--- config.mk ---
export PLATFORM = sky130hd
export DESIGN_NAME = mips_instr_encoder_flat
export DESIGN_NICKNAME = d
export VERILOG_FILES = /design/src/rtl/mips_pkg.sv /design/src/rtl/mips_instr_encoder_if.sv /design/src/rtl/mips_instr_pack.sv /design/src/rtl/mips_instr_encoder.sv /design/src/flat_wrapper.sv
export SDC_FILE = /design/constraint.sdc
export NUM_CORES = 1
export LEC_CHECK = 0
export CAP_MARGIN = 15
export CORE_UTILIZATION = 43
export DETAILED_ROUTE_END_ITERATION = 8
export GPL_TIMING_DRIVEN = 0
export PLACE_DENSITY = 0.81
export SLEW_MARGIN = 0
export SYNTH_ARGS = -nofsm -noshare
export SYNTH_HDL_FRONTEND = slang
export SYNTH_HIERARCHICAL = 1
export SYNTH_SLANG_ARGS = --single-unit
--- constraint.sdc ---
create_clock -name clk -period 1.4 [get_ports clk]
set_clock_uncertainty 0.05 [all_clocks]
set_input_delay 0.14 -clock clk [delete_from_list [all_inputs] [get_ports clk]]
set_output_delay 0.14 -clock clk [all_outputs]
set_load 0.01 [all_outputs]
--- src/rtl/mips_pkg.sv ---
// Shared MIPS definitions: opcode constants, instruction-kind encoding and
// the encoder FSM state type.
package mips_pkg;

  localparam logic [5:0] OP_RTYPE = 6'h00;
  localparam logic [5:0] OP_LW    = 6'h23;
  localparam logic [5:0] OP_SW    = 6'h2B;
  localparam logic [5:0] OP_BEQ   = 6'h04;
  localparam logic [5:0] OP_ADDI  = 6'h08;

  // Codes 5..7 on the 3-bit kind field are illegal and have no enumerator.
  typedef enum logic [2:0] {
    KIND_RTYPE = 3'd0,
    KIND_LW    = 3'd1,
    KIND_SW    = 3'd2,
    KIND_BEQ   = 3'd3,
    KIND_ADDI  = 3'd4
  } kind_e;

  typedef enum logic [1:0] {
    ST_IDLE = 2'd0,
    ST_RUN  = 2'd1,
    ST_DONE = 2'd2
  } state_e;

endpackage

--- src/rtl/mips_instr_encoder_if.sv ---
// Decoded-instruction stream into the encoder: fields plus valid/ready/last.
interface mips_instr_encoder_if;
  logic        in_valid;
  logic        in_ready;
  logic [2:0]  in_kind;
  logic [4:0]  in_rs;
  logic [4:0]  in_rt;
  logic [4:0]  in_rd;
  logic [4:0]  in_shamt;
  logic [5:0]  in_funct;
  logic [15:0] in_imm;
  logic        in_last;

  modport master (
    output in_valid, in_kind, in_rs, in_rt, in_rd, in_shamt, in_funct, in_imm, in_last,
    input  in_ready
  );

  modport slave (
    input  in_valid, in_kind, in_rs, in_rt, in_rd, in_shamt, in_funct, in_imm, in_last,
    output in_ready
  );
endinterface

--- src/rtl/mips_instr_pack.sv ---
// Combinational packing of decoded fields into a 32-bit MIPS word.
// bimm is the already-resolved BEQ offset field; illegal flags kinds 5..7.
module mips_instr_pack
  import mips_pkg::*;
(
  input  logic [2:0]  kind,
  input  logic [4:0]  rs,
  input  logic [4:0]  rt,
  input  logic [4:0]  rd,
  input  logic [4:0]  shamt,
  input  logic [5:0]  funct,
  input  logic [15:0] imm,
  input  logic [15:0] bimm,
  output logic [31:0] word,
  output logic        illegal
);

  always_comb begin
    word    = '0;
    illegal = 1'b0;
    case (kind)
      KIND_RTYPE: word = {OP_RTYPE, rs, rt, rd, shamt, funct};
      KIND_LW:    word = {OP_LW, rs, rt, imm};
      KIND_SW:    word = {OP_SW, rs, rt, imm};
      KIND_BEQ:   word = {OP_BEQ, rs, rt, bimm};
      KIND_ADDI:  word = {OP_ADDI, rs, rt, imm};
      default:    illegal = 1'b1;
    endcase
  end

endmodule

--- src/rtl/mips_instr_encoder.sv ---
// Sequential instruction encoder/loader writing packed words to imem from 0.
// Optional MIPS_ENC_BRANCH_REL_EN: BEQ in_imm is an absolute target address.
module mips_instr_encoder
  import mips_pkg::*;
#(
  parameter int ADDR_W = 6
) (
  input  logic                clk,
  input  logic                rst_n,
  input  logic                start,
  mips_instr_encoder_if.slave in_if,
  output logic                imem_we,
  output logic [ADDR_W-1:0]   imem_addr,
  output logic [31:0]         imem_wdata,
  output logic                busy,
  output logic                done,
  output logic                full,
  output logic                err,
  output logic [ADDR_W:0]     count
);

  localparam logic [ADDR_W:0] LAST_CNT = {1'b0, {ADDR_W{1'b1}}};

  state_e            state, state_nxt;
  logic [ADDR_W-1:0] ptr;
  logic [31:0]       word;
  logic [15:0]       bimm;
  logic              illegal;
  logic              accept;
  logic              load;

  assign busy            = (state == ST_RUN);
  assign done            = (state == ST_DONE);
  assign in_if.in_ready  = busy && !full;
  assign accept          = in_if.in_valid && in_if.in_ready;
  assign load            = start && (state != ST_RUN);

  // Relative branch offset is measured from the word after this one.
`ifdef MIPS_ENC_BRANCH_REL_EN
  assign bimm = in_if.in_imm - (16'(ptr) + 16'd1);
`else
  assign bimm = in_if.in_imm;
`endif

  mips_instr_pack u_pack (
    .kind    (in_if.in_kind),
    .rs      (in_if.in_rs),
    .rt      (in_if.in_rt),
    .rd      (in_if.in_rd),
    .shamt   (in_if.in_shamt),
    .funct   (in_if.in_funct),
    .imm     (in_if.in_imm),
    .bimm    (bimm),
    .word    (word),
    .illegal (illegal)
  );

  always_ff @(posedge clk or negedge rst_n) begin
    if (!rst_n) state <= ST_IDLE;
    else        state <= state_nxt;
  end

  // The accept that fills the last free word ends the load like in_last does.
  always_comb begin
    state_nxt = state;
    case (state)
      ST_IDLE: if (start) state_nxt = ST_RUN;
      ST_RUN:  if (accept && (in_if.in_last || (!illegal && count == LAST_CNT)))
                 state_nxt = ST_DONE;
      ST_DONE: if (start) state_nxt = ST_RUN;
      default: state_nxt = ST_IDLE;
    endcase
  end

  always_ff @(posedge clk or negedge rst_n) begin
    if (!rst_n) begin
      imem_we    <= 1'b0;
      imem_addr  <= '0;
      imem_wdata <= '0;
      ptr        <= '0;
      count      <= '0;
      err        <= 1'b0;
      full       <= 1'b0;
    end else begin
      imem_we <= accept && !illegal;
      if (load) begin
        ptr   <= '0;
        count <= '0;
        err   <= 1'b0;
        full  <= 1'b0;
      end else if (accept) begin
        if (illegal) begin
          err <= 1'b1;
        end else begin
          imem_addr  <= ptr;
          imem_wdata <= word;
          ptr        <= ptr + 1'b1;
          count      <= count + 1'b1;
          if (count == LAST_CNT) full <= 1'b1;
        end
      end
    end
  end

endmodule

--- src/flat_wrapper.sv ---
// flat-port wrapper written by rule: the top's interface ports become plain ports
module mips_instr_encoder_flat import mips_pkg::*;
#(
  parameter int ADDR_W = 6
)
  (clk, rst_n, start, imem_we, imem_addr, imem_wdata, busy, done, full, err, count, in_if_in_valid, in_if_in_kind, in_if_in_rs, in_if_in_rt, in_if_in_rd, in_if_in_shamt, in_if_in_funct, in_if_in_imm, in_if_in_last, in_if_in_ready);
  mips_instr_encoder_if in_if_i ();
  input  logic clk;
  input  logic rst_n;
  input  logic start;
  output logic imem_we;
  output logic [ADDR_W-1:0] imem_addr;
  output logic [31:0] imem_wdata;
  output logic busy;
  output logic done;
  output logic full;
  output logic err;
  output logic [ADDR_W:0] count;
  input wire logic [$bits(in_if_i.in_valid)-1:0] in_if_in_valid;
  input wire logic [$bits(in_if_i.in_kind)-1:0] in_if_in_kind;
  input wire logic [$bits(in_if_i.in_rs)-1:0] in_if_in_rs;
  input wire logic [$bits(in_if_i.in_rt)-1:0] in_if_in_rt;
  input wire logic [$bits(in_if_i.in_rd)-1:0] in_if_in_rd;
  input wire logic [$bits(in_if_i.in_shamt)-1:0] in_if_in_shamt;
  input wire logic [$bits(in_if_i.in_funct)-1:0] in_if_in_funct;
  input wire logic [$bits(in_if_i.in_imm)-1:0] in_if_in_imm;
  input wire logic [$bits(in_if_i.in_last)-1:0] in_if_in_last;
  output wire logic [$bits(in_if_i.in_ready)-1:0] in_if_in_ready;
  assign in_if_i.in_valid = in_if_in_valid;
  assign in_if_i.in_kind = in_if_in_kind;
  assign in_if_i.in_rs = in_if_in_rs;
  assign in_if_i.in_rt = in_if_in_rt;
  assign in_if_i.in_rd = in_if_in_rd;
  assign in_if_i.in_shamt = in_if_in_shamt;
  assign in_if_i.in_funct = in_if_in_funct;
  assign in_if_i.in_imm = in_if_in_imm;
  assign in_if_i.in_last = in_if_in_last;
  assign in_if_in_ready = in_if_i.in_ready;
  mips_instr_encoder #(.ADDR_W(ADDR_W)) u_core (.clk(clk), .rst_n(rst_n), .start(start), .in_if(in_if_i), .imem_we(imem_we), .imem_addr(imem_addr), .imem_wdata(imem_wdata), .busy(busy), .done(done), .full(full), .err(err), .count(count));
endmodule
* After elaboration in Yosys (flattened, before gate mapping)
Index checks and enable logic that the tools add are counted.
** Operators by class
- Reduce and logical (&&, ||, !) cells :: 20
- Bitwise logic cells :: 1
- Add/subtract/negate cells :: 2
- Eq/ne operators :: 11
- Muxes and demuxes :: 17
** Operator list (number)
- $pmux W32 S5 :: 1
- $mux W7 :: 3
- $mux W6 :: 3
- $add A7 B1 Y7 const B :: 1
- $eq A7 B6 Y1 const B :: 1
- $mux W1 :: 7
- $add A6 B1 Y6 const B :: 1
- $eq A3 B2 Y1 const B :: 2
- $logic_and A1 B1 Y1 :: 6
- $ne A2 B1 Y1 const B :: 3
- $reduce_and A2 Y1 :: 3
- $reduce_and A3 Y1 :: 2
- $reduce_bool A2 Y1 :: 3
- $reduce_or A5 Y1 :: 1
- $mux W2 :: 2
- $pmux W2 S2 :: 1
- $eq A3 B1 Y1 const B :: 1
- $eq A3 B3 Y1 const B :: 1
- $logic_not A3 Y1 :: 1
- $eq A2 B1 Y1 const B :: 1
- $eq A2 B2 Y1 const B :: 1
- $logic_not A2 Y1 :: 1
- $ne A2 B2 Y1 const B :: 1
- $reduce_or A2 Y1 :: 1
- other kinds (3) :: 3
** Storage, ports and cells
- Bits of input ports :: 50
- Register bits after elaboration :: 56
- Word-level logic and storage cells :: 59
- Output and inout port bits :: 51

* Longest topological paths before layout
- Word-level depth :: 7
- Mapped depth :: 10
- Gate-level depth less buffers :: 6

* By module
Netlist, hierarchy kept.
** Modules (own cells, without submodules)
- mips_instr_encoder :: seq. area each 1401.3 µm², area each 2522.4 µm², cells an instance 171, instances 1
- mips_instr_pack :: seq. area each 0.0 µm², area each 788.3 µm², cells an instance 99, instances 1

* Worst setup path after synthesis
OpenSTA, ideal clock, no wires.
- Path type :: input-to-reg
- Start :: input port in_if_in_kind[0]
- End :: register u_core.imem_wdata[10]
- Data required time :: 1225 ps
- Buffers on the path :: 4
- Stages on the path :: 10
- Setup time :: 125 ps
- Data arrival time :: 1676 ps
- Path slack :: -451 ps
- Path through :: buf_6 > o21ai_0 > clkbuf_1 > inv_1 > buf_4 > inv_1 > nand2_8 > inv_4 > buf_8 > mux2_4
** On the way
- Cells in the longest elaborated chain, start to end :: 3
- Elaborated cells between the ends (all ways) :: 8
- Those cells by class :: eq/ne: 4; mux: 1; reduce/logical: 3
** Ends and longest elaborated chain
- from (decl) :: RTL line flat_wrapper.sv:20 : input wire logic [$bits(in_if_i.in_kind)-1:0] in_if_in_kind;
- $eq A3 B3 Y1, or another cell as far along :: RTL line mips_instr_pack.sv:21 : case (kind)
- $reduce_or A5 Y1 (no line)
- $reduce_and A3 Y1 (no line)
- to (signal assigned) :: RTL line mips_instr_encoder.sv:96 : imem_wdata <= word;
- to (decl) :: RTL line mips_instr_encoder.sv:14 : output logic [31:0] imem_wdata,
Several ways; a longest one is shown, not always the timed one.
A chain may end at the register's enable or synchronous reset.

* Final worst setup path
- Start :: register u_core.state[1]
- End :: register u_core.count[4]
** On the way
- Cells in the longest elaborated chain, start to end :: 5
- Elaborated cells between the ends (all ways) :: 9
- Those cells by class :: eq/ne: 2; mux: 1; reduce/logical: 6
** Ends and longest elaborated chain
- from (decl) :: RTL line mips_instr_encoder.sv:24 : state_e state, state_nxt;
- from (signal assigned) :: RTL line mips_instr_encoder.sv:60 : else state <= state_nxt;
- $eq A2 B1 Y1 :: RTL line mips_instr_encoder.sv:32 : assign busy = (state == ST_RUN);
- $logic_and A1 B1 Y1 :: RTL line mips_instr_encoder.sv:34 : assign in_if.in_ready = busy && !full;
- $logic_and A1 B1 Y1 :: RTL line mips_instr_encoder.sv:35 : assign accept = in_if.in_valid && in_if.in_ready;
- $reduce_bool A2 Y1 (no line)
- $reduce_and A2 Y1 (no line)
- to (signal assigned) :: RTL line mips_instr_encoder.sv:98 : count <= count + 1'b1;
- to (decl) :: RTL line mips_instr_encoder.sv:19 : output logic [ADDR_W:0] count
Several ways; a longest one is shown, not always the timed one.

==> reports/results.ini <==
[run]
maxCapViolations = 0

[grt]
grt_pass1_wl_um = 14100
gr-total-overflow = 0
grt_pass1_vias = 2779
grt_max_degree = 35
grt_antenna_before_repair = 0
grtUsageTotal_pct = 21.6

[drt]
drt-wirelength-per-cell_um = 17.5
viasPerCell = 5.39
drt-pass1-iter-count = 4
vias = 2755
drt_wl_total_um = 8920
post-route-drc-count = 0
ant_nets = 0
drt_iter0_drc = 111

[sta]
setup_viol = 55
holdWs_ns = 0.232
min_period_ns = 1.59
slew-limit-headroom_pct = 63.5
finalMaxSlewViolations = 0
fin_crit_sh_pct = 113
worst_pin_slew_ns = 0.548
finalHoldViolCount = 0
fmax_mhz = 629
setup_ws_ns = -0.189
rsz0062_at_grt = yes

[floorplan]
die_y_um = 89.7
rows = 31
fp.coreArea_mm2 = 0.00733
io_pins = 101
initial_core_util_pct = 45.2
die_w_um = 89.7
die_area_mm2 = 0.00805

[logic_synthesis]
ys_types = 50
yosysWarnings = 6
ys_seq_elements = 56
synth-edff-count = 0
synthTopCellsByArea = dfrtp_1, mux2_4, mux2i_1
syn_area_mm2 = 0.00331
yosysSeqAreaShare_pct = 42.3
syn_avg_cell_area_um2 = 12.3
yosys.area.top_type_share_pct = 42.3
async_flop_share_pct = 100
synthCells = 270
synth_nets = 322
yosys.area.top_type = dfrtp_1
synthFlopType = dfrtp_1

[cells_and_area]
final_area_mm2 = 0.00504
syn_to_final_growth_pct = 52.2
fin_nets = 464
layout-drive-gt1-share_pct = 34.7
antenna_cells = 0

[critical_path]
regToRegSetupSlack_ns = -0.19
path_max_fanout = 6
end_kind = register
crit_path_start = u_core/state[1]
reg2reg_depth = 5
critPathKind = reg -> reg
rr_endpoint = u_core/count[4]
worstPathArrival_ns = 1.78
r2r-start = u_core/state[1]
startpoint_type = register
setup.worst_path.end = u_core/count[4]
cp.required_ns = 1.59

[cts]
clk_latency_ns = 0.30
cts_buffers = 5
cts.sinks = 56
clk_transition_reported_paths_ns = 0.10
h-tree-depth = 2
cts_max_path_buffers = 2
cts_tree = yes
cts_root_buf = clkbuf_8

[status]
violations = negative setup slack
status = finished, violations left

[pwr]
total_power_uw = 7340
ir_drop_uv = 826
static-leakage-power_uw = 0.00252
power.density_mw_per_mm2 = 1460

[min_path]
hold_path_class = in -> reg
hp-start = in_if_in_kind[2]

[placement]
place_area_mm2 = 0.00451
port_buffers = 99
dp_hpwl_um = 5700
pre_cts_ws_ns = -0.992
gp_routability_congestion = 0.818

-- cell usage in the layout (no fill, tap or decap), drive strengths merged, types with 4 or more instances in the layout --
| master | instances |
|---|---|
| a21o | 16 |
| a21oi | 7 |
| and2 | 10 |
| buf | 57 |
| clkbuf | 7 |
| clkdlybuf4s50 | 46 |
| dfrtp | 56 |
| dlygate4sd2 | 44 |
| inv | 11 |
| mux2 | 37 |
| mux2i | 35 |
| nand2 | 6 |
| nand2b | 6 |
| nor2 | 5 |
| o21ai | 4 |
| o22ai | 16 |
| o31ai | 4 |
| or4 | 4 |
-- synth_stat cells, drive strengths merged (2+ instances only) --
cell    number
a21oi        7
o221ai       3
o22ai       16
a21o        16
ha           2
o21ai        4
nand4b       2
a31o         2
nor2         5
o31ai        4
mux2        37
and2        10
nand4        3
nor3b        2
mux2i       35
nand2        6
dfrtp       56
nand3        3
nand2b       6
inv         11
or4          4
buf         19
-- worst max-delay path, cell delays in order, from the launching register on --
cell	delay (ns)
dfrtp_1	0.40
buf_4	0.14
nand4bb_4	0.25
buf_6	0.19
or3_4	0.37
a21oi_2	0.12
-- per-layer routing --
layer,share of wire (%),GRT usage [%],up-vias
met2,49,37.1,113
met3,5.2,3.47,12
met5,0,0,-
met1,45,28.4,1354
li1,-,-,1276
met4,1.3,5.87,0
-- worst min-delay path by stage --
stage               slack [ns]  cells past startpoint                     to
floorplan                -0.21                      0        u_core/count[0]
finish                    0.23                      3  u_core/imem_wdata[28]
CTS                       0.21                      3  u_core/imem_wdata[28]
global placement          0.42                      1   u_core/imem_wdata[1]
global route              0.22                      3  u_core/imem_wdata[28]
detailed placement        0.10                      1   u_core/imem_wdata[9]
-- power breakdown --
group / leakage, uW / internal (uW) / switching, uW
combinational: 0.00176 / 2260 / 1580
sequential: 0.000723 / 2210 / 391
clock: 0.0000406 / 351 / 543
total: 0.00252 / 4830 / 2510
-- flip-flops by register name, indices dropped and copies added (netlist names) --
register and count:
u_core/count 7, u_core/err 1, u_core/full 1, u_core/imem_addr 6
u_core/imem_wdata 32, u_core/imem_we 1, u_core/ptr 6, u_core/state 2
-- metrics by stage --
step,TNS (ns),utilization [%],instances
2_1_floorplan,-6.62,-,270
3_3_place_gp,-137.56,61.3,468
4_1_cts,-6.88,67.1,508
5_1_grt,-10.07,68.7,511
6_report,-7.77,68.7,511
3_5_place_dp,-49.53,61.5,469
-- cell type report --
cell class / instances / area (um^2)
fillers: 532 / 2290
multi-input cells: 183 / 1890
flip-flops and latches: 56 / 1410
repair buffers: 135 / 1240
plain buffers: 20 / 238
well taps: 99 / 124
clock buffers: 5 / 68.8
inverters: 11 / 57.6
clock inverters: 2 / 16.3
-- timing repair --
action                     CTS  global route
setup endpoints to repair  104            60
resized for setup          100            22
pin swaps                   16             5
hold buffers                 1             0
hold endpoints to repair    22             0
cloned                       2             0
buffers inserted            29             4
-- cell families (layout without fill, tap and decap cells) --
logic type | Yosys count | in the layout | share of synthesized area (%)
mux | 72 | 72 | 26.5
compound gates | 59 | 59 | 12.6
flops | 56 | 56 | 42.3
simple gates | 48 | 48 | 10.4
buf+inv | 31 | 173 | 7.07
fa+ha+maj | 2 | 2 | 0.756
other cells | 1 | 1 | 0.113
xor+xnor | 1 | 1 | 0.265
(Power assumes the default switching activity.)
